File: config.mk
export PLATFORM = sky130hd
export DESIGN_NAME = load_use_fwd_ctrl_flat
export DESIGN_NICKNAME = d
export VERILOG_FILES = /design/src/rtl/load_use_fwd_ctrl_if.sv /design/src/rtl/load_use_fwd_ctrl.sv /design/src/flat_wrapper.sv
export SDC_FILE = /design/constraint.sdc
export NUM_CORES = 1
export LEC_CHECK = 0
export BUFFER_PORTS_ARGS = -buffer_cell sky130_fd_sc_hd__buf_2
export CAP_MARGIN = 20
export CORE_MARGIN = 1.5
export CORE_UTILIZATION = 35
export CTS_CLUSTER_SIZE = 30
export DETAILED_ROUTE_END_ITERATION = 6
export PLACE_DENSITY = 0.67
export RECOVER_POWER = 50
export SETUP_SLACK_MARGIN = 0.15
export SYNTH_ARGS = -nofsm -noshare
export SYNTH_HDL_FRONTEND = slang
export SYNTH_SLANG_ARGS = --single-unit
File: constraint.sdc
create_clock -name clk -period 2.15 [get_ports clk]
set_input_delay 0.215 -clock clk [delete_from_list [all_inputs] [get_ports clk]]
set_output_delay 0.215 -clock clk [all_outputs]
set_load 0.02 [all_outputs]
File: src/rtl/load_use_fwd_ctrl_if.sv
// Bundle of pipeline-side signals seen by the load-use hazard controller.
// The pipeline drives through the master modport; the controller uses the slave modport.
interface load_use_fwd_ctrl_if #(
    parameter int DATA_W = 32,
    parameter int REG_AW = 5,
    parameter int CNT_W  = 16
);
    // Pipeline control
    logic              flush;
    logic              pipe_stall_in;
    logic              perf_clr;

    // MEM stage
    logic              mem_valid;
    logic              mem_is_load;
    logic [REG_AW-1:0] mem_dst;
    logic              mem_load_rdy;
    logic [DATA_W-1:0] mem_load_data;

    // EXE stage
    logic              exe_valid;
    logic [REG_AW-1:0] exe_rs;
    logic [REG_AW-1:0] exe_rt;
    logic              exe_opr1_use_gpr;
    logic              exe_opr2_use_gpr;
    logic              exe_rt_use;
    logic [DATA_W-1:0] ori_opr1;
    logic [DATA_W-1:0] ori_opr2;
    logic [DATA_W-1:0] ori_rt;

    // Controller results
    logic [DATA_W-1:0] valid_opr1;
    logic [DATA_W-1:0] valid_opr2;
    logic [DATA_W-1:0] valid_rt;
    logic              lu_stall;
    logic              lu_timeout;
    logic [CNT_W-1:0]  stall_cnt;

    modport master (
        output flush, pipe_stall_in, perf_clr,
        output mem_valid, mem_is_load, mem_dst, mem_load_rdy, mem_load_data,
        output exe_valid, exe_rs, exe_rt, exe_opr1_use_gpr, exe_opr2_use_gpr, exe_rt_use,
        output ori_opr1, ori_opr2, ori_rt,
        input  valid_opr1, valid_opr2, valid_rt, lu_stall, lu_timeout, stall_cnt
    );

    modport slave (
        input  flush, pipe_stall_in, perf_clr,
        input  mem_valid, mem_is_load, mem_dst, mem_load_rdy, mem_load_data,
        input  exe_valid, exe_rs, exe_rt, exe_opr1_use_gpr, exe_opr2_use_gpr, exe_rt_use,
        input  ori_opr1, ori_opr2, ori_rt,
        output valid_opr1, valid_opr2, valid_rt, lu_stall, lu_timeout, stall_cnt
    );
endinterface

File: src/rtl/load_use_fwd_ctrl.sv
// Load-use hazard controller for the EXE stage: forwards MEM load data, stalls while a
// load is outstanding, buffers captured load data while EXE is held, counts stall cycles
// and raises a sticky watchdog flag when a stall lasts too long.
//
// state   | meaning
// --------+-----------------------------------------------------------
// S_IDLE  | no load-use stall in progress
// S_WAIT  | stalling on an outstanding load, counting consecutive cycles
// S_TMO   | stall exceeded MAX_WAIT cycles; still stalling, timeout flagged
module load_use_fwd_ctrl #(
    parameter int DATA_W   = 32,
    parameter int REG_AW   = 5,
    parameter int MAX_WAIT = 16,
    parameter int CNT_W    = 16
) (
    input logic               clk,
    input logic               rst_n,
    load_use_fwd_ctrl_if.slave bus
);

    localparam int WC_W = $clog2(MAX_WAIT + 1);

    typedef enum logic [1:0] {
        S_IDLE = 2'd0,
        S_WAIT = 2'd1,
        S_TMO  = 2'd2
    } state_e;

    state_e            state_q, state_d;
    logic [WC_W-1:0]   wait_cnt_q, wait_cnt_d;
    logic              lu_timeout_q, lu_timeout_d;
    logic [CNT_W-1:0]  stall_cnt_q, stall_cnt_d;
    logic              buf_vld_q, buf_vld_d;
    logic [REG_AW-1:0] buf_dst_q, buf_dst_d;
    logic [DATA_W-1:0] buf_data_q, buf_data_d;

    logic mem_ld;
    logic hit_rs, hit_rt;
    logic need;
    logic lu_stall;
    logic exe_adv;
    logic capture;
    logic fwd_m1, fwd_m2, fwd_mrt;
    logic fwd_b1, fwd_b2, fwd_brt;

    // Hazard detection; register 0 is hard-zero so it never matches a load destination.
    always_comb begin
        mem_ld = bus.mem_valid & bus.mem_is_load & (bus.mem_dst != '0);
        hit_rs = bus.exe_valid & (bus.exe_rs != '0) & (bus.exe_rs == bus.mem_dst) & mem_ld;
        hit_rt = bus.exe_valid & (bus.exe_rt != '0) & (bus.exe_rt == bus.mem_dst) & mem_ld;
        need   = (hit_rs & bus.exe_opr1_use_gpr)
               | (hit_rt & (bus.exe_opr2_use_gpr | bus.exe_rt_use));
        // Gate with rst_n so the stall drops the instant reset asserts.
        lu_stall = need & ~bus.mem_load_rdy & rst_n;
        exe_adv  = bus.exe_valid & ~bus.pipe_stall_in & ~lu_stall;
        capture  = mem_ld & bus.mem_load_rdy & (hit_rs | hit_rt) & ~exe_adv & ~bus.flush;
    end

    // Operand source selection: ready MEM load beats the buffer, buffer beats original.
    always_comb begin
        fwd_m1  = hit_rs & bus.exe_opr1_use_gpr & bus.mem_load_rdy;
        fwd_m2  = hit_rt & bus.exe_opr2_use_gpr & bus.mem_load_rdy;
        fwd_mrt = hit_rt & bus.mem_load_rdy;
        fwd_b1  = buf_vld_q & (bus.exe_rs == buf_dst_q) & bus.exe_opr1_use_gpr;
        fwd_b2  = buf_vld_q & (bus.exe_rt == buf_dst_q) & bus.exe_opr2_use_gpr;
        fwd_brt = buf_vld_q & (bus.exe_rt == buf_dst_q);

        bus.valid_opr1 = bus.ori_opr1;
        if (fwd_m1)      bus.valid_opr1 = bus.mem_load_data;
        else if (fwd_b1) bus.valid_opr1 = buf_data_q;

        bus.valid_opr2 = bus.ori_opr2;
        if (fwd_m2)      bus.valid_opr2 = bus.mem_load_data;
        else if (fwd_b2) bus.valid_opr2 = buf_data_q;

        bus.valid_rt = bus.ori_rt;
        if (fwd_mrt)      bus.valid_rt = bus.mem_load_data;
        else if (fwd_brt) bus.valid_rt = buf_data_q;
    end

    // Load-data buffer next state; flush beats capture, capture replaces any older entry.
    always_comb begin
        buf_vld_d  = buf_vld_q;
        buf_dst_d  = buf_dst_q;
        buf_data_d = buf_data_q;
        if (bus.flush) begin
            buf_vld_d = 1'b0;
        end else if (capture) begin
            buf_vld_d  = 1'b1;
            buf_dst_d  = bus.mem_dst;
            buf_data_d = bus.mem_load_data;
        end else if (exe_adv) begin
            buf_vld_d = 1'b0;
        end
    end

    // Stall-duration FSM and sticky watchdog next state.
    always_comb begin
        state_d      = state_q;
        wait_cnt_d   = wait_cnt_q;
        lu_timeout_d = lu_timeout_q;
        if (bus.flush) begin
            state_d    = S_IDLE;
            wait_cnt_d = '0;
        end else begin
            case (state_q)
                S_IDLE: begin
                    if (lu_stall) begin
                        state_d    = S_WAIT;
                        wait_cnt_d = WC_W'(1);
                    end
                end
                S_WAIT: begin
                    if (!lu_stall) begin
                        state_d    = S_IDLE;
                        wait_cnt_d = '0;
                    end else if (wait_cnt_q == WC_W'(MAX_WAIT - 1)) begin
                        state_d      = S_TMO;
                        lu_timeout_d = 1'b1;
                    end else begin
                        wait_cnt_d = wait_cnt_q + WC_W'(1);
                    end
                end
                S_TMO: begin
                    if (!lu_stall) begin
                        state_d    = S_IDLE;
                        wait_cnt_d = '0;
                    end
                end
                default: begin
                    state_d    = S_IDLE;
                    wait_cnt_d = '0;
                end
            endcase
        end
    end

    // Saturating stall-cycle counter; a clear request suppresses that cycle's increment.
    always_comb begin
        stall_cnt_d = stall_cnt_q;
        if (bus.perf_clr) begin
            stall_cnt_d = '0;
        end else if (lu_stall && !(&stall_cnt_q)) begin
            stall_cnt_d = stall_cnt_q + CNT_W'(1);
        end
    end

    // State registers; everything, including buffered data, is discarded on reset.
    always_ff @(posedge clk or negedge rst_n) begin
        if (!rst_n) begin
            state_q      <= S_IDLE;
            wait_cnt_q   <= '0;
            lu_timeout_q <= 1'b0;
            stall_cnt_q  <= '0;
            buf_vld_q    <= 1'b0;
            buf_dst_q    <= '0;
            buf_data_q   <= '0;
        end else begin
            state_q      <= state_d;
            wait_cnt_q   <= wait_cnt_d;
            lu_timeout_q <= lu_timeout_d;
            stall_cnt_q  <= stall_cnt_d;
            buf_vld_q    <= buf_vld_d;
            buf_dst_q    <= buf_dst_d;
            buf_data_q   <= buf_data_d;
        end
    end

    assign bus.lu_stall   = lu_stall;
    assign bus.lu_timeout = lu_timeout_q;
    assign bus.stall_cnt  = stall_cnt_q;

endmodule

File: src/flat_wrapper.sv
// flat-port wrapper written by rule: the top's interface ports become plain ports
module load_use_fwd_ctrl_flat 
#(
    parameter int DATA_W   = 32,
    parameter int REG_AW   = 5,
    parameter int MAX_WAIT = 16,
    parameter int CNT_W    = 16
)
  (clk, rst_n, bus_flush, bus_pipe_stall_in, bus_perf_clr, bus_mem_valid, bus_mem_is_load, bus_mem_dst, bus_mem_load_rdy, bus_mem_load_data, bus_exe_valid, bus_exe_rs, bus_exe_rt, bus_exe_opr1_use_gpr, bus_exe_opr2_use_gpr, bus_exe_rt_use, bus_ori_opr1, bus_ori_opr2, bus_ori_rt, bus_valid_opr1, bus_valid_opr2, bus_valid_rt, bus_lu_stall, bus_lu_timeout, bus_stall_cnt);
  load_use_fwd_ctrl_if #(.DATA_W(DATA_W), .REG_AW(REG_AW), .CNT_W(CNT_W)) bus_i ();
  input logic clk;
  input logic rst_n;
  input wire logic [$bits(bus_i.flush)-1:0] bus_flush;
  input wire logic [$bits(bus_i.pipe_stall_in)-1:0] bus_pipe_stall_in;
  input wire logic [$bits(bus_i.perf_clr)-1:0] bus_perf_clr;
  input wire logic [$bits(bus_i.mem_valid)-1:0] bus_mem_valid;
  input wire logic [$bits(bus_i.mem_is_load)-1:0] bus_mem_is_load;
  input wire logic [$bits(bus_i.mem_dst)-1:0] bus_mem_dst;
  input wire logic [$bits(bus_i.mem_load_rdy)-1:0] bus_mem_load_rdy;
  input wire logic [$bits(bus_i.mem_load_data)-1:0] bus_mem_load_data;
  input wire logic [$bits(bus_i.exe_valid)-1:0] bus_exe_valid;
  input wire logic [$bits(bus_i.exe_rs)-1:0] bus_exe_rs;
  input wire logic [$bits(bus_i.exe_rt)-1:0] bus_exe_rt;
  input wire logic [$bits(bus_i.exe_opr1_use_gpr)-1:0] bus_exe_opr1_use_gpr;
  input wire logic [$bits(bus_i.exe_opr2_use_gpr)-1:0] bus_exe_opr2_use_gpr;
  input wire logic [$bits(bus_i.exe_rt_use)-1:0] bus_exe_rt_use;
  input wire logic [$bits(bus_i.ori_opr1)-1:0] bus_ori_opr1;
  input wire logic [$bits(bus_i.ori_opr2)-1:0] bus_ori_opr2;
  input wire logic [$bits(bus_i.ori_rt)-1:0] bus_ori_rt;
  output wire logic [$bits(bus_i.valid_opr1)-1:0] bus_valid_opr1;
  output wire logic [$bits(bus_i.valid_opr2)-1:0] bus_valid_opr2;
  output wire logic [$bits(bus_i.valid_rt)-1:0] bus_valid_rt;
  output wire logic [$bits(bus_i.lu_stall)-1:0] bus_lu_stall;
  output wire logic [$bits(bus_i.lu_timeout)-1:0] bus_lu_timeout;
  output wire logic [$bits(bus_i.stall_cnt)-1:0] bus_stall_cnt;
  assign bus_i.flush = bus_flush;
  assign bus_i.pipe_stall_in = bus_pipe_stall_in;
  assign bus_i.perf_clr = bus_perf_clr;
  assign bus_i.mem_valid = bus_mem_valid;
  assign bus_i.mem_is_load = bus_mem_is_load;
  assign bus_i.mem_dst = bus_mem_dst;
  assign bus_i.mem_load_rdy = bus_mem_load_rdy;
  assign bus_i.mem_load_data = bus_mem_load_data;
  assign bus_i.exe_valid = bus_exe_valid;
  assign bus_i.exe_rs = bus_exe_rs;
  assign bus_i.exe_rt = bus_exe_rt;
  assign bus_i.exe_opr1_use_gpr = bus_exe_opr1_use_gpr;
  assign bus_i.exe_opr2_use_gpr = bus_exe_opr2_use_gpr;
  assign bus_i.exe_rt_use = bus_exe_rt_use;
  assign bus_i.ori_opr1 = bus_ori_opr1;
  assign bus_i.ori_opr2 = bus_ori_opr2;
  assign bus_i.ori_rt = bus_ori_rt;
  assign bus_valid_opr1 = bus_i.valid_opr1;
  assign bus_valid_opr2 = bus_i.valid_opr2;
  assign bus_valid_rt = bus_i.valid_rt;
  assign bus_lu_stall = bus_i.lu_stall;
  assign bus_lu_timeout = bus_i.lu_timeout;
  assign bus_stall_cnt = bus_i.stall_cnt;
  load_use_fwd_ctrl #(.DATA_W(DATA_W), .REG_AW(REG_AW), .MAX_WAIT(MAX_WAIT), .CNT_W(CNT_W)) u_core (.clk(clk), .rst_n(rst_n), .bus(bus_i));
endmodule
Yosys cells after proc, flatten, opt, wreduce, memory -nomap -nowiden --
Index checks and enable logic that the tools add are counted.
Operators by class: bitwise operators 34, add/subtract/negate cells 2, multiplexer cells 23, reduce and logical (&&, ||, !) cells 13, equal/unequal tests 11
Operator list (number):
- $mux 32 | 6
- $mux 16 | 2
- $and 1x1->1 | 26
- $mux 5 | 5
- $eq 5x5->1 | 4
- $add 16x1->16 const B | 1
- $reduce_and 16->1 | 1
- $pmux 5 s3 | 1
- $reduce_bool 5->1 | 3
- $mux 2 | 5
- $ne 4x4->1 const B | 2
- $pmux 2 s3 | 1
- $reduce_and 3->1 | 2
- $add 5x1->5 const B | 1
- $eq 5x4->1 const B | 1
- $not 1->1 | 5
- $reduce_and 4->1 | 1
- $mux 1 | 3
- $ne 3x2->1 const B | 1
- $ne 3x3->1 const B | 1
- $or 1x1->1 | 3
- $reduce_bool 3->1 | 1
- $eq 2x1->1 const B | 1
- $eq 2x2->1 const B | 1
- other kinds (5) | 5
Word-level totals: flip-flop bits (word level) 62, logic and storage cells 90

Depth between registers and ports, before layout --
Gate-level depths: netlist of run 1.
depth in word-level cells 15, gate-level depth with buffers 9

Worst setup path before layout of run 1 --
Ideal clock, no wire load.
path type flip-flop to output port, start register u_core.buf_dst_q[2], end output bus_valid_opr2[11], data required time 1.935 ns, setup slack -0.130 ns, arrival time 2.065 ns, buffers on the path 2, cell stages (with the launch flop) 9, cell sequence dfrtp_1 xor2_1 nor4_1 and3_1 buf_2 nand2_1 buf_1 mux2i_1 a21oi_1
Between the ends: longest elaborated chain between the ends 5
Ends and longest elaborated chain:
- start: declaration | line load_use_fwd_ctrl.sv:34 | logic [REG_AW-1:0] buf_dst_q, buf_dst_d;
- start signal: assignment | line load_use_fwd_ctrl.sv:164 | buf_dst_q <= buf_dst_d;
- $eq 5x5->1 | line load_use_fwd_ctrl.sv:65 | fwd_b2 = buf_vld_q & (bus.exe_rt == buf_dst_q) & bus.exe_opr2_use_gpr;
- $and 1x1->1 (2 in series) | line load_use_fwd_ctrl.sv:65
- $mux 32 | line load_use_fwd_ctrl.sv:74 | else if (fwd_b2) bus.valid_opr2 = buf_data_q;
- $mux 32 | line load_use_fwd_ctrl.sv:73 | if (fwd_m2) bus.valid_opr2 = bus.mem_load_data;
- end: declaration | line flat_wrapper.sv:31 | output wire logic [$bits(bus_i.valid_opr2)-1:0] bus_valid_opr2;
Every way passes these cells.

Worst setup path after layout of run 1 --
start register u_core.buf_dst_q[2], end output bus_valid_opr1[12]
Between the ends: longest elaborated chain between the ends 5
Ends and longest elaborated chain:
- $eq 5x5->1 | line load_use_fwd_ctrl.sv:64 | fwd_b1 = buf_vld_q & (bus.exe_rs == buf_dst_q) & bus.exe_opr1_use_gpr;
- $and 1x1->1 (2 in series) | line load_use_fwd_ctrl.sv:64
- $mux 32 | line load_use_fwd_ctrl.sv:70 | else if (fwd_b1) bus.valid_opr1 = buf_data_q;
- $mux 32 | line load_use_fwd_ctrl.sv:69 | if (fwd_m1) bus.valid_opr1 = bus.mem_load_data;
- end: declaration | line flat_wrapper.sv:30 | output wire logic [$bits(bus_i.valid_opr1)-1:0] bus_valid_opr1;
Every way passes these cells.

==> results of run 1 <==
## routing by layer
layer	global-route usage	vias to the layer above	wire (microns)
met5	0	-	13
met4	0.0798	2	515
met3	0.0455	39	1190
met2	0.414	226	9480
met1	0.290	2769	7520
li1	-	2798	-
## final cells by class
type | instances | area [sq um] | share of cell area
flip-flops and latches | 62 | 1560 | 0.181
repair buffers | 343 | 2480 | 0.289
clock buffers | 13 | 270 | 0.0314
multi-input cells | 484 | 3980 | 0.462
inverters | 17 | 63.8 | 0.00742
well taps | 184 | 230 | 0.0268
clock inverters | 3 | 17.5 | 0.00204
## report_power, final
part	leakage, nW	internal, mW	total [mW]	switching (mW)
sequential	0.855	1.21	1.26	0.0517
combinational	3.38	0.426	0.854	0.428
clock	0.142	0.870	1.41	0.541
## worst paths after layout
check | startpoint | end | slack [ns] | cells after the start
max | u_core.buf_dst_q[2]$_DFFE_PN0P_ | bus_valid_opr1[12] | -0.35 | 10
min | bus_flush | u_core.wait_cnt_q[0]$_DFFE_PN0P_ | 0.11 | 2
max reg2reg | u_core.bus.stall_cnt[5]$_DFFE_PN0P_ | u_core.bus.stall_cnt[6]$_DFFE_PN0P_ | 0.21 | 7
min reg2reg | u_core.bus.lu_timeout$_DFFE_PN0P_ | u_core.bus.lu_timeout$_DFFE_PN0P_ | 0.47 | 1
max in group asynchronous | rst_n | u_core.bus.stall_cnt[4]$_DFFE_PN0P_ | 0.56 | 2
min in group asynchronous | rst_n | u_core.bus.stall_cnt[14]$_DFFE_PN0P_ | 0.53 | 2
## synthesized netlist by cell type (5+ instances only)
library cell,instances,area [sq um]
a21oi_1,112,561
nor2_1,106,398
mux2i_1,99,991
dfrtp_1,62,1550
mux2_4,30,450
clkbuf_1,23,86.3
inv_1,17,63.8
xor2_1,14,123
nand3_1,13,65.1
o21ai_0,13,65.1
nand2_1,12,45.0
nand4_1,11,68.8
or3_1,8,50.1
mux2_2,7,78.8
nor3_1,7,35.0
buf_2,6,30.0
buf_1,5,18.8
o31ai_1,5,37.5
or4_1,5,37.5
## cell families after synthesis
group / count (synthesis) / share of synthesized area
compound gates: 149 / 0.162
xor+xnor: 17 / 0.0287
fa+ha+maj: 3 / 0.00724
buf+inv: 55 / 0.0485
flops: 62 / 0.299
mux: 136 / 0.293
simple gates: 179 / 0.162
## state kept, by name (all words and copies together) (netlist names)
signal	cells
u_core.buf_data_q	32
u_core.buf_dst_q	5
u_core.buf_vld_q	1
u_core.bus.lu_timeout	1
u_core.bus.stall_cnt	16
u_core.state_q	2
u_core.wait_cnt_q	5
## repair_timing
action	in CTS	in global routing
setup endpoints to repair	105	109
setup buffers	3	9
pin swaps	30	29
cloned	4	0
resized for setup	115	61
## stage by stage
stage	power [mW]	cells	cell area (sq um)	hold slack, ns	util
floorplan	1.65	601	5590	-0.0806	-
global placement	2.02	1074	7530	0.446	0.520
detailed placement	2.03	1074	7530	0.456	0.520
CTS	3.52	1097	8320	0.0985	0.575
global route	3.68	1106	8600	0.117	0.594
finish	3.52	1106	8600	0.108	0.594
==> flow_metrics.tcl, run 1 <==
set metrics [dict create \
    outcome "finished with violations" \
    violations "capacitance limit, slew limit, setup timing" \
    period_share 1.16 \
    cts.root.buffer_cell "clkbuf_16" \
    place_ws_ns -0.0950 \
    coreArea_sq_um 14500 \
    first_pass_iters 4 \
    place_hpwl_microns 12900 \
    layout_setup_ws_ns -0.352 \
    overflow 0 \
    power_density_nw_per_um2 410 \
    antenna_found_initial 1 \
    fin_tns_setup_ns -25.97 \
    power_leakage_nw 4.38 \
    drt-initial-drc-count 234 \
    fp.dieH_microns 125 \
    place.gp.congestion 0.918 \
    synth_edf_count 0 \
    cpMaxStageDelayCell "dfrtp_1" \
    cts.clk_slew.worst_paths_ns 0.05 \
    synth-seq-area-share 0.299 \
    synth_seq_cells 62 \
    drv_cap 1 \
    ios 269 \
    async_reset_ff_frac 1.00 \
    area_delta_synth_final_pct 65.8 \
    max-clock-path-buffers 2 \
    final_layout_size_suffix_gt1_frac 0.577 \
    finalCriticalPeriod_ns 2.50 \
    ant_nets 0 \
    port_buffers 268 \
    cts_tree "done" \
    final_common_cell "buf_2" \
    antenna_cells 0 \
    yosysWarnings 0 \
    initial_core_util 0.358 \
    drc 0 \
    syn_area_per_cell_sq_um 8.63 \
    max_freq_mhz 400 \
    clk_latency_ns 0.34 \
    cp_max_fo 8 \
    skew_ns 0.00466 \
    synth_cells 601 \
    max_stage_delay_ns 0.38 \
    grt_max_degree 63 \
    syn-num-nets 759 \
    ys.flop_type "dfrtp_1" \
    grt_pass1_wl_microns 29700 \
    h-tree-depth 3 \
    hold_buffers 0 \
    nNetsFinal 1075 \
    maxSlewHeadroom -0.0702 \
    crit_buf_inv 6 \
    endpoint_kind "output pin" \
    worst_slew_pin_slew_ns 1.61 \
    setup_viol 96 \
    final_cell_mix "buf_2, nor2_1, buf_4, a21oi_2, mux2i_1" \
    rows 44 \
    rsz0062_at_grt "yes" \
    critical_path_arrival_ns 2.29 \
    wl_per_cell_microns 16.9 \
    fillers 1257 \
    required_ns 1.93 \
    critPathKind "reg2out" \
    via_per_inst 5.27 \
    grt_pass1_vias 5747 \
    grt_util_all_layers 0.237 \
    crit_family "buffers and inverters" \
    finalHoldViolCount 0 \
    numCtsBuffers 9 \
    ir_drop_v 0.000387 \
    worstSetupStartpointType "register" \
    crit_top_cell "buf_4" \
    vias 5834 \
    die_w_microns 125 \
    die_area_sq_um 15600 \
    clock-sinks 62 \
    wirelength_microns 18700 \
    holdCritPathClass "in2reg" \
    netlist_area_sq_um 5190 \
    ys_types 48 \
    slew_viol_final 63 \
    crit_chain "buf_6, inv_2, a222oi_1, nand4_1, buf_4, buf_4, buf_12, mux2i_2, a21oi_2, buf_4" \
]
No activity file was read; power rests on OpenSTA's default activity.
==> run 2, diff against run 1 <==
--- a/config.mk
+++ b/config.mk
@@ -7,11 +7,14 @@
 export LEC_CHECK = 0
 export BUFFER_PORTS_ARGS = -buffer_cell sky130_fd_sc_hd__buf_2
 export CAP_MARGIN = 20
+export CELL_PAD_IN_SITES_DETAIL_PLACEMENT = 1
+export CELL_PAD_IN_SITES_GLOBAL_PLACEMENT = 2
 export CORE_MARGIN = 1.5
-export CORE_UTILIZATION = 35
+export CORE_UTILIZATION = 23
 export CTS_CLUSTER_SIZE = 30
 export DETAILED_ROUTE_END_ITERATION = 6
-export PLACE_DENSITY = 0.67
+export GPL_TIMING_DRIVEN = 0
+export PLACE_DENSITY = 0.79
 export RECOVER_POWER = 50
 export SETUP_SLACK_MARGIN = 0.15
 export SYNTH_ARGS = -nofsm -noshare
==> run 2 against run 1 <==
  * The run ends with DRC, setup timing left
  * Register-to-register slack lost 0.02 ns
  * Maximum frequency shrank 0.31%
  * Sequential cell count is the same
  * Utilization shrank 19 points
  * Critical path depth shrank 1
  * Largest cell class unchanged
  * Highest routed layer is now met4
==> flow_metrics.tcl, run 2 (synthesized netlist as in run 1, its figures left out) <==
set metrics [dict create \
    antenna_found_initial 2 \
    place_hpwl_microns 17900 \
    period_share 1.17 \
    die_w_microns 153 \
    whs_ns 0.106 \
    wl_per_cell_microns 20.6 \
    largest_reg_flops 32 \
    drt-initial-drc-count 208 \
    critical_path_arrival_ns 2.29 \
    holdCritPathClass "in2reg" \
    vias 5939 \
    finalHoldViolCount 0 \
    critPathKind "reg2out" \
    port_buffers 266 \
    crit_buf_inv 3 \
    place.gp.congestion 0.775 \
    clock-sinks 62 \
    drc 26 \
    rsz0062_at_grt "yes" \
    final_cell_mix "buf_2, nor2_1, a21oi_2, buf_4, mux2i_1" \
    cpMaxStageDelayCell "dfrtp_1" \
    final_common_cell "buf_2" \
    instances_no_fill 1204 \
    worst_slew_pin_slew_ns 0.782 \
    drv_cap 0 \
    ios 269 \
    cp-startpoint "u_core.buf_dst_q[2]$_DFFE_PN0P_" \
    initial_core_util 0.236 \
    rows 54 \
    cp_max_fo 5 \
    maxSlewHeadroom 0.478 \
    cts.clk_slew.worst_paths_ns 0.06 \
    grt_max_degree 39 \
    grt_pass1_wl_microns 37200 \
    layout_setup_ws_ns -0.359 \
    cts_tree "done" \
    wl_met3_microns 1340 \
    fillers 2542 \
    coreArea_sq_um 22000 \
    skew_ns 0.00841 \
    slew_viol_final 0 \
    overflow 0 \
    max-clock-path-buffers 2 \
    violations "DRC, setup timing" \
    crit_chain "xor2_1, nor4_1, and3_1, buf_6, nand2_8, buf_12, mux2i_1, a21oi_2, buf_4" \
    cts.root.buffer_cell "clkbuf_16" \
    power_density_nw_per_um2 413 \
    required_ns 1.93 \
    clk_latency_ns 0.34 \
    ant_nets 0 \
    area_delta_synth_final_pct 72.3 \
    drt-met1-wl_microns 10800 \
    h-tree-depth 3 \
    ir_drop_v 0.000355 \
    wirelength_microns 24800 \
    max_freq_mhz 399 \
    top_register "u_core.buf_data_q" \
    hold_start "bus_flush" \
    final_layout_size_suffix_gt1_frac 0.606 \
    finalCriticalPeriod_ns 2.51 \
    numCtsBuffers 9 \
    die_area_sq_um 23500 \
    grt_util_all_layers 0.206 \
    totalPowerFinal_mw 3.69 \
    setup_viol 103 \
    wl_met2_microns 12300 \
    max_stage_delay_ns 0.38 \
    grt_pass1_vias 6284 \
    fin_tns_setup_ns -27.43 \
    crit_family "simple AND/OR/NAND/NOR gates" \
    via_per_inst 4.93 \
    first_pass_iters 7 \
    endpoint_kind "output pin" \
    outcome "finished with violations" \
    fp.dieH_microns 153 \
    dr.max_layer_used "met4" \
    nNetsFinal 1075 \
    dp_cells 1148 \
    power_leakage_nw 4.43 \
    r2r-start "u_core.bus.stall_cnt[5]$_DFFE_PN0P_" \
    worstSetupStartpointType "register" \
]
==> run 2: final cells by class <==
type | count | area [sq um] | share of cell area
inverter | 17 | 63.8 | 0.00714
sequential | 62 | 1560 | 0.174
clock inverter | 5 | 58.8 | 0.00658
buffer | 38 | 395 | 0.0442
antenna | 2 | 5.00 | 0.000560
clock buffer | 11 | 243 | 0.0272
timing repair buffer | 305 | 2170 | 0.243
tap | 280 | 350 | 0.0392
multi-input combinational | 484 | 4090 | 0.458
==> run 2: where the power goes <==
group | switching [mW] | internal [mW] | total, mW
logic | 0.463 | 0.437 | 0.899
registers | 0.0516 | 1.20 | 1.26
clock network | 0.605 | 0.930 | 1.54
==> run 2: final timing paths <==
path | slack, ns | end | cells past startpoint
min reg2reg | 0.48 | u_core.bus.lu_timeout$_DFFE_PN0P_ | 1
min | 0.11 | u_core.wait_cnt_q[0]$_DFFE_PN0P_ | 2
max | -0.36 | bus_valid_opr2[22] | 9
min in group asynchronous | 0.58 | u_core.bus.stall_cnt[15]$_DFFE_PN0P_ | 3
max reg2reg | 0.19 | u_core.bus.stall_cnt[9]$_DFFE_PN0P_ | 7
max in group asynchronous | 0.82 | u_core.buf_data_q[24]$_DFFE_PN0P_ | 3
==> run 2: stage by stage <==
step                      setup slack, ns  utilization  cell area [sq um]
after floorplan                    0.0190            -               5590
after global placement             -0.933        0.331               7270
after detailed placement           -0.710        0.332               7300
after CTS                          -0.437        0.388               8510
after global routing               -0.455        0.407               8940
final                              -0.359        0.407               8940
==> run 2: timing repair <==
action                                  in CTS  in global routing
gates resized for setup                    170                 82
gates cloned                                 3                  4
endpoints found under the setup margin     150                156
hold buffers                                 2                  1
buffers inserted                            24                  5
pin swaps                                   50                 45
hold endpoints to repair                    26                 62
==> run 2: metal layers <==
layer  GRT usage  up-vias
li1            -     2807
met5           0        -
met1       0.254     2923
met4      0.0486        0
met3      0.0428       23
met2       0.366      186
==> run 3, diff against run 2 <==
--- a/config.mk
+++ b/config.mk
@@ -14,9 +14,10 @@
 export CTS_CLUSTER_SIZE = 30
 export DETAILED_ROUTE_END_ITERATION = 6
 export GPL_TIMING_DRIVEN = 0
+export HOLD_SLACK_MARGIN = 0.03
 export PLACE_DENSITY = 0.79
 export RECOVER_POWER = 50
-export SETUP_SLACK_MARGIN = 0.15
+export SETUP_SLACK_MARGIN = 0.4
 export SYNTH_ARGS = -nofsm -noshare
 export SYNTH_HDL_FRONTEND = slang
 export SYNTH_SLANG_ARGS = --single-unit
==> run 3 against run 2 <==
  * Combinational power increased by 22%
  * Clock power is 6% lower
  * Hold slack better by 0.011 ns
  * The flow still finishes with violations (DRC, setup timing)
  * Largest power group unchanged
  * First-iteration DRC count grew 18%
  * Critical endpoint is now bus_valid_opr2[13]
==> flow_metrics.tcl, run 3 (synthesized netlist as in run 1, its figures left out) <==
set metrics [dict create \
    top_register "u_core.buf_data_q" \
    nNetsFinal 1104 \
    grt_util_all_layers 0.229 \
    clk_latency_ns 0.35 \
    wl_per_cell_microns 22.6 \
    setup_viol 96 \
    worst_slew_pin_slew_ns 1.02 \
    wirelength_microns 27900 \
    crit_family "simple AND/OR/NAND/NOR gates" \
    cts.root.buffer_cell "clkbuf_16" \
    critical_path_arrival_ns 2.38 \
    hold_start "bus_mem_dst[1]" \
    skew_ns 0.00752 \
    rsz0062_at_grt "yes" \
    ant_nets 0 \
    worstSetupStartpointType "register" \
    overflow 0 \
    period_share 1.20 \
    max_freq_mhz 386 \
    place.gp.congestion 0.755 \
    slew_viol_final 0 \
    grt_pass1_vias 6790 \
    outcome "finished with violations" \
    port_buffers 266 \
    violations "DRC, setup timing" \
    maxSlewHeadroom 0.317 \
    crit_chain "xor2_1, nor4_1, and3_1, buf_6, nand2_8, clkbuf_16, mux2i_2, a21oi_4, buf_4" \
    cpMaxStageDelayCell "dfrtp_1" \
    drt-initial-drc-count 246 \
    largest_reg_flops 32 \
    required_ns 1.93 \
    clock-sinks 62 \
    rows 54 \
    ff_latch_area_sq_um 1560 \
    multi_input_comb_area_sq_um 5800 \
    place_hpwl_microns 18400 \
    final_area_sq_um 11300 \
    final_cell_mix "buf_2, buf_6, a21oi_4, mux2i_4, dfrtp_1" \
    via_per_inst 5.11 \
    grt_max_degree 34 \
    crit_buf_inv 3 \
    cp_max_fo 8 \
    numCtsBuffers 9 \
    vias 6301 \
    finalHoldViolCount 0 \
    drv_cap 0 \
    die_area_sq_um 23500 \
    fp.dieH_microns 153 \
    cts.clk_slew.worst_paths_ns 0.06 \
    endpoint_kind "output pin" \
    final_layout_size_suffix_gt1_frac 0.748 \
    place_area_sq_um 8330 \
    max-clock-path-buffers 2 \
    power_density_nw_per_um2 339 \
    ios 269 \
    h-tree-depth 3 \
    area_delta_synth_final_pct 118 \
    layout_setup_ws_ns -0.440 \
    antenna_found_initial 4 \
    fillers 2301 \
    first_pass_iters 7 \
    place_ws_ns -0.545 \
    power_leakage_nw 4.71 \
    initial_core_util 0.236 \
    final_common_cell "buf_2" \
    whs_ns 0.117 \
    cts_tree "done" \
    drc 28 \
    max_stage_delay_ns 0.41 \
    r2r-start "u_core.bus.stall_cnt[5]$_DFFE_PN0P_" \
    coreArea_sq_um 22000 \
    holdCritPathClass "in2reg" \
    die_w_microns 153 \
    grt_pass1_wl_microns 41200 \
    critPathKind "reg2out" \
    ir_drop_v 0.000351 \
    cp-startpoint "u_core.buf_dst_q[2]$_DFFE_PN0P_" \
    finalCriticalPeriod_ns 2.59 \
]
## run 3: timing repair
| item | in CTS | in global routing |
|---|---|---|
| pin swaps | 68 | 54 |
| endpoints found under the hold margin | 29 | 0 |
| endpoints found under the setup margin | 156 | 155 |
| cloned | 9 | 3 |
| resized for setup | 307 | 132 |
| hold buffers | 2 | 0 |
| buffers inserted | 46 | 7 |
## run 3: layout make-up
cell class                 count  area share
antenna                        2    0.000443
buffer                        38      0.0478
clock buffer                   9      0.0200
clock inverter                 7     0.00510
inverter                      17     0.00588
multi-input combinational    484       0.514
sequential                    62       0.138
tap                          280      0.0310
timing repair buffer         334       0.238
## run 3: layer usage
metal  vias up  track usage  wire [microns]
li1       2881            -               -
met1      3161        0.289           11300
met2       219        0.410           14300
met3        36       0.0422            1780
met4         4       0.0411             456
met5         -            0              27
## run 3: where the power goes
part | total (mW) | internal [mW] | switching, mW
clock network | 1.44 | 0.795 | 0.649
registers | 1.28 | 1.20 | 0.0781
logic | 1.10 | 0.545 | 0.553
total | 3.82 | 2.54 | 1.28
## run 3: final timing paths
path / to / slack (ns) / cells past startpoint
worst max-delay path: bus_valid_opr2[13] / -0.44 / 9
worst min-delay path: u_core.buf_dst_q[1]$_DFFE_PN0P_ / 0.12 / 2
worst max register to register: u_core.bus.stall_cnt[8]$_DFFE_PN0P_ / 0.20 / 8
worst min register to register: u_core.bus.lu_timeout$_DFFE_PN0P_ / 0.47 / 1
max in group asynchronous: u_core.buf_data_q[4]$_DFFE_PN0P_ / 0.51 / 3
min in group asynchronous: u_core.wait_cnt_q[4]$_DFFE_PN0P_ / 0.93 / 3
## run 3: metrics by stage
| stage | power [mW] | utilization | std cells | setup TNS [ns] |
|---|---|---|---|---|
| floorplan | 1.72 | - | 601 | 0 |
| global placement | 2.11 | 0.378 | 1147 | -87.17 |
| detailed placement | 2.13 | 0.379 | 1148 | -54.52 |
| CTS | 3.81 | 0.482 | 1221 | -33.44 |
| global route | 3.98 | 0.514 | 1233 | -41.63 |
| finish | 3.82 | 0.514 | 1233 | -32.08 |
